`src/rtl/mbyte_arith_seq.sv`:
```
// Multi-byte add/subtract sequencer: feeds an external 8-bit adder LSB first and chains the carry.
// Optional build macro MBSEQ_CARRY_IN_EN adds ext_cin to seed the carry chain (ADC/SBC chaining).
module mbyte_arith_seq #(
  parameter int LEN_W = 2
) (
  input  logic             clock,
  input  logic             reset,
  input  logic             start,
  input  logic             sub_in,
  input  logic [LEN_W-1:0] len,
`ifdef MBSEQ_CARRY_IN_EN
  input  logic             ext_cin,
`endif
  input  logic             in_valid,
  input  logic [7:0]       in_a,
  input  logic [7:0]       in_b,
  output logic             in_ready,
  output logic [7:0]       as_a,
  output logic [7:0]       as_b,
  output logic             as_cin,
  output logic             as_sub,
  output logic             as_take_carry,
  input  logic [7:0]       as_sum,
  input  logic             as_cout,
  output logic             out_valid,
  output logic [7:0]       out_data,
  output logic             out_last,
  input  logic             out_ready,
  output logic             busy,
  output logic             done,
  output logic             carry_flag,
  output logic             zero_flag
);

  typedef enum logic [1:0] {IDLE, RUN, FLUSH, DONE} state_t;

  state_t             state;
  state_t             state_next;
  logic               sub_r;
  logic [LEN_W-1:0]   len_r;
  logic [LEN_W-1:0]   idx;
  logic               carry_r;
  logic               zacc;
  logic               seed;
  logic               in_accept;
  logic               out_accept;
  logic               last_byte;

`ifdef MBSEQ_CARRY_IN_EN
  assign seed = ext_cin;
`else
  assign seed = sub_in;
`endif

  // Subtraction is done here (invert b, carry seeded to 1) so the adder's own sub mode stays off
  assign as_a          = in_a;
  assign as_b          = sub_r ? ~in_b : in_b;
  assign as_cin        = carry_r;
  assign as_sub        = 1'b0;
  assign as_take_carry = 1'b1;

  assign out_accept = out_valid & out_ready;
  assign in_ready   = (state == RUN) & (~out_valid | out_ready);
  assign in_accept  = in_valid & in_ready;
  assign last_byte  = (idx == len_r);
  assign busy       = (state != IDLE);
  assign done       = (state == DONE);

  always_ff @(posedge clock) begin
    if (reset) state <= IDLE;
    else       state <= state_next;
  end

  always_comb begin
    state_next = state;
    case (state)
      IDLE:    if (start) state_next = RUN;
      RUN:     if (in_accept && last_byte) state_next = FLUSH;
      FLUSH:   if (out_accept && out_last) state_next = DONE;
      DONE:    state_next = IDLE;
      default: state_next = IDLE;
    endcase
  end

  always_ff @(posedge clock) begin
    if (reset) begin
      sub_r      <= 1'b0;
      len_r      <= '0;
      idx        <= '0;
      carry_r    <= 1'b0;
      zacc       <= 1'b1;
      out_valid  <= 1'b0;
      out_data   <= 8'h00;
      out_last   <= 1'b0;
      carry_flag <= 1'b0;
      zero_flag  <= 1'b1;
    end else begin
      if (state == IDLE && start) begin
        sub_r   <= sub_in;
        len_r   <= len;
        carry_r <= seed;
        idx     <= '0;
        zacc    <= 1'b1;
      end
      // Single-entry output buffer: a new byte may replace the one leaving in the same cycle
      if (in_accept) begin
        out_data  <= as_sum;
        out_valid <= 1'b1;
        out_last  <= last_byte;
        carry_r   <= as_cout;
        zacc      <= zacc & (as_sum == 8'h00);
        idx       <= idx + 1'b1;
      end else if (out_accept) begin
        out_valid <= 1'b0;
        out_last  <= 1'b0;
      end
      if (out_accept && out_last) begin
        carry_flag <= carry_r;
        zero_flag  <= zacc;
      end
    end
  end

endmodule

```
`config.mk`:
```
export PLATFORM = sky130hd
export DESIGN_NAME = mbyte_arith_seq
export DESIGN_NICKNAME = d
export VERILOG_FILES = /design/src/rtl/mbyte_arith_seq.sv
export SDC_FILE = /design/constraint.sdc
export NUM_CORES = 1
export LEC_CHECK = 0
export ABC_AREA = 1
export CAP_MARGIN = 20
export CORE_ASPECT_RATIO = 0.6
export CORE_MARGIN = 2
export CORE_UTILIZATION = 38
export DETAILED_ROUTE_END_ITERATION = 12
export GPL_TIMING_DRIVEN = 1
export PLACE_DENSITY = 0.79
export SETUP_SLACK_MARGIN = 0.1
export SYNTH_ARGS = -nofsm -noshare
export SYNTH_HDL_FRONTEND = slang
export SYNTH_SLANG_ARGS = --single-unit
```
`constraint.sdc`:
```
create_clock -name clock -period 3.9 [get_ports clock]
set_input_delay 0.78 -clock clock [delete_from_list [all_inputs] [get_ports clock]]
set_output_delay 0.78 -clock clock [all_outputs]
set_load 0.005 [all_outputs]
```
---- Word level (Yosys, flattened, before mapping) ----
Cells that the tools add are included.
Widths: inputs -> output; s select.
storage, ports and cells
  register bits ........................... 21
  input port bits ......................... 33
  output and inout bits ................... 34
  logic and storage cells ................. 49
operators by class
  add/subtract/negate cells ............... 1
  equal/unequal tests ..................... 7
  multiplexer cells ....................... 14
  bitwise logic cells ..................... 7
  reduce and logical (&&, ||, !) cells .... 9
operators by type and width
  cell                 number
  $mux 2               5
  $logic_not 8->1      1
  $mux 8               1
  $not 8->8            1
  $pmux 2 s4           1
  $mux 1               7
  $reduce_bool 2->1    3
  $and 1x1->1          4
  $eq 2x2->1 const B   2
  $ne 2x2->1 const B   2
  $logic_and 1x1->1    3
  $reduce_and 3->1     1
  $add 2x1->2 const B  1
  $eq 2x1->1 const B   1
  $eq 2x2->1           1
  $logic_not 2->1      1
  $ne 2x1->1 const B   1
  $not 1->1            1
  $or 1x1->1           1

---- Longest topological paths before layout ----
  depth after elaboration ................. 7
  mapped depth ............................ 9
  depth with buffers taken out ............ 9

---- Worst setup path after synthesis ----
No wires, ideal clock.
  path type ............................... input-to-output
  from .................................... in out_ready
  to ...................................... out in_ready
  arrival time ............................ 0.994 ns
  slack ................................... 2.126 ns
  stages .................................. 4
  path buffers ............................ 0
  cell sequence ........................... inv_1 -> nand2_2 -> nand2_1 -> inv_1
on the way
  word-level cells in the longest chain between the ends .. 2
RTL lines
  element          RTL line  RTL
  start, declared  28        input logic out_ready,
  $or 1x1->1       63        assign in_ready = (state == RUN) & (~out_valid | out_ready);
  $and 1x1->1      63
  end, declared    17        output logic in_ready,
Every way passes these cells.

---- Worst setup path after layout ----
Ends and elaborated chain as after synthesis.

==> summary.txt <==
Outcome
  – Status: completed

GRT
  – Largest net degree at the start of global routing: 18
  – Vias in the first global route: 943
  – Total GRT Usage: 17.41%
  – Initial antenna violation count: 0
  – First-pass GRT wire length: 4.215 mm
  – Grt total ovfl: 0

Place
  – Pre-CTS setup slack: 1.081 ns
  – Placed Instances: 214
  – Detail Placement HPWL: 2.076 mm
  – Placer Congestion: 0.7199
  – IO buf count: 48

Synthesis
  – Seq cells post-synth: 21
  – Seq/Total Area, Yosys: 38.31%
  – Post-Syn Area: 1097 um2
  – Mapped Cells: 145
  – Net count after synthesis: 182
  – Post-synth cell types: 26
  – Synth Warn #: 0
  – Avg Synthesized Cell Area: 7.568 um2

Timing
  – Final Critical Period: 2.809 ns
  – Final Max Tran Viols: 0
  – RSZ-0062 raised after global routing: false
  – Period utilization: 72.01%
  – Final TNS setup: 0 ns
  – Clock skew after layout: 0.002556 ns
  – Worst Hold Slack: 0.4659 ns
  – Fmax achieved: 0.3561 GHz
  – Fin. Hold Viols: 0
  – Final setup fails: 0
  – Setup ws final: 1.091 ns

Worst setup path
  – CP max stage delay: 0.50 ns
  – Buf/Inv on CP: 4
  – R2R depth: 9
  – Critical path class: in -> out
  – R2R Setup Slk: 2.34 ns
  – Worst reg2reg endpoint: state[1]$_SDFFE_PP0P_
  – Startpoint Class: input port
  – Critical path arrival: 2.03 ns
  – CP cell instances: clkdlybuf4s50_1, inv_1, nand2_2, nand2_1, inv_1, clkdlybuf4s50_1
  – CP Capture Type: primary output
  – Crit-path max FO: 3
  – Path length in cells of the critical path: 6
  – Crit path max-delay cell type: clkdlybuf4s50_1
  – R2r startpoint: state[1]$_SDFFE_PP0P_
  – Worst Path Required: 3.12 ns
  – Cell type group with the largest total delay on the critical path: buffers and inverters

Min path
  – Worst Hold Launch: out_data[5]$_SDFFE_PP0P_
  – Hold EP: out_data[5]$_SDFFE_PP0P_
  – Hold-critical path depth: 2
  – Worst Hold Class: reg -> reg

Pwr
  – Peak supply drop: 210.7 uV
  – Flop pwr share: 37.5%
  – Switching pwr: 0.2598 mW
  – Switch share: 34.08%
  – Lkg Pwr: 0.6685 nW
  – Pwr dens: 484.3 nW/um2
  – Comb power frac: 44.5%
  – Clock Power Share: 18.0%
  – Overall power: 0.7623 mW
  – Cell-internal power: 0.5025 mW

Finish
  – Area grow syn2layout: 43.44%
  – Fillers: 266
  – Finished Layout Cells: 218
  – Layout cells sized above 1: 5.978%
  – # diodes: 0
  – NumNets Final: 222

Clock tree
  – # H-tree levels: 1
  – Worst-path clk slew: 0.07 ns
  – Setup Buffers After CTS: 0
  – Post_cts resized: 0
  – Sink Count: 21
  – Num CTS Buffers: 3
  – Clk_lat worst skew: 0.25 ns
  – Clk buf depth: 2
  – CTS hold repair buffers: 0
  – CTS tree: built
  – Root Buffer Master: clkbuf_8

Route
  – Final wirelength: 2.594 mm
  – # DRC: 0
  – Vias: 1036
  – Remaining antenna violation count: 0
  – Wire length per cell: 11.90 um
  – Vias per std cell: 4.752
  – DRT Pass-1 Iters: 4
  – DRT iter0 DRCs: 44

Die
  – Cell Rows: 15
  – Core area: 2815 um2
  – Height of the die: 45.63 um
  – Die width: 73.38 um
  – I/O pins: 67
  – Die area: 3348 um2
  – Initial Utilization: 38.98%

Job
  – MaxCap Viol Count: 0
## per-layer routing
layer | share of wire, % | GRT usage [%] | vias to the layer above | routed length (um)
met4 | 1.0 | 5.455 | 0 | 27
met5 | 0 | 0 | - | 0
met1 | 43 | 21.76 | 467 | 1128
met3 | 8.7 | 6.637 | 4 | 226
met2 | 47 | 28.29 | 35 | 1212
li1 | - | - | 530 | -
## power groups by stage
| stage | clock network, mW | logic, mW | registers (mW) |
|---|---|---|---|
| 2_1_floorplan | 0 | 0.197 | 0.281 |
| 3_3_place_gp | 0 | 0.323 | 0.289 |
| 3_5_place_dp | 0 | 0.340 | 0.291 |
| 4_1_cts | 0.141 | 0.342 | 0.286 |
| 5_1_grt | 0.156 | 0.380 | 0.292 |
| 6_report | 0.137 | 0.339 | 0.286 |
## state kept, by name (all words and copies together), names as in the netlist
name,count
as_cin,1
carry_flag,1
idx,2
len_r,2
out_data,8
out_last,1
out_valid,1
state,2
sub_r,1
zacc,1
zero_flag,1
## logic make-up (layout without fill, tap and decap cells)
group / count (synthesis) / in the layout / share of synthesized area, %
compound gates: 25 / 25 / 12.43
xor+xnor: 8 / 8 / 6.386
fa+ha+maj: 4 / 4 / 4.561
buf+inv: 29 / 68 / 14.25
flops: 21 / 21 / 38.31
other cells: 2 / 2 / 0.6844
simple gates: 56 / 56 / 23.37
## how the worst max path moves through the flow
stage                         start  endpoint
after global placement    out_ready  in_ready
after detailed placement  out_ready  in_ready
final                     out_ready  in_ready
after CTS                 out_ready  in_ready
after floorplan           out_ready  in_ready
after global routing      out_ready  in_ready
## cells in the mapped netlist
cell      number  share of area [%]
a21oi_1       16                7.3
a21oi_2        1               0.80
a311oi_1       1               0.80
a31oi_1        1               0.57
buf_2          1               0.46
buf_4         11                7.5
clkbuf_1       1               0.34
conb_1         2               0.68
dfxtp_1       21                 38
ha_1           4                4.6
inv_1         14                4.8
inv_2          1               0.34
inv_6          1               0.80
nand2_1       36                 12
nand2_2        2                1.1
nand2_4        1                1.0
nand3_1        7                3.2
nand3_4        1                1.6
nor2_1         6                2.1
nor2_4         1                1.0
nor3_1         1               0.46
nor4_1         1               0.57
o211ai_1       1               0.68
o21ai_0        4                1.8
o21ai_1        1               0.46
xor2_1         8                6.4
## area by class of cell
cell class	count	area [um2]	area share (%)
Tap cell	34	42.54	2.703
Sequential cell	21	420.4	26.71
Inverter	16	65.06	4.134
Timing Repair Buffer	48	480.5	30.52
Clock buffer	4	45.04	2.862
Multi-Input combinational cell	95	520.5	33.07
## metrics by stage
| step | utilization (%) | instance area [um2] |
|---|---|---|
| 6_report | 55.91 | 1574 |
| 5_1_grt | 55.91 | 1574 |
| 4_1_cts | 55.91 | 1574 |
| 3_5_place_dp | 54.31 | 1529 |
| 3_3_place_gp | 54.31 | 1529 |
| 2_1_floorplan | - | 1097 |
## worst register-to-register path: cells and delay by family, from the launching register on
| kind | cells | cell delay [ns] |
|---|---|---|
| buffers and inverters | 2 | 0.27 |
| adder cells (fa/ha/maj) | 1 | 0.26 |
| AND/OR/NAND/NOR | 6 | 0.58 |
| flip-flops | 1 | 0.34 |
## cell usage in the layout, fill, tap and decap left out, types with 2 or more instances in the layout
cell type / Yosys / routed
nor2_1: 6 / 6
clkdlybuf4s50_1: 0 / 48
nand3_1: 7 / 7
a21oi_1: 16 / 16
ha_1: 4 / 4
nand2_2: 2 / 2
o21ai_0: 4 / 4
dfxtp_1: 21 / 21
conb_1: 2 / 2
xor2_1: 8 / 8
nand2_1: 36 / 36
clkbuf_8: 0 / 3
inv_1: 14 / 14
(Power assumes the default switching activity.)
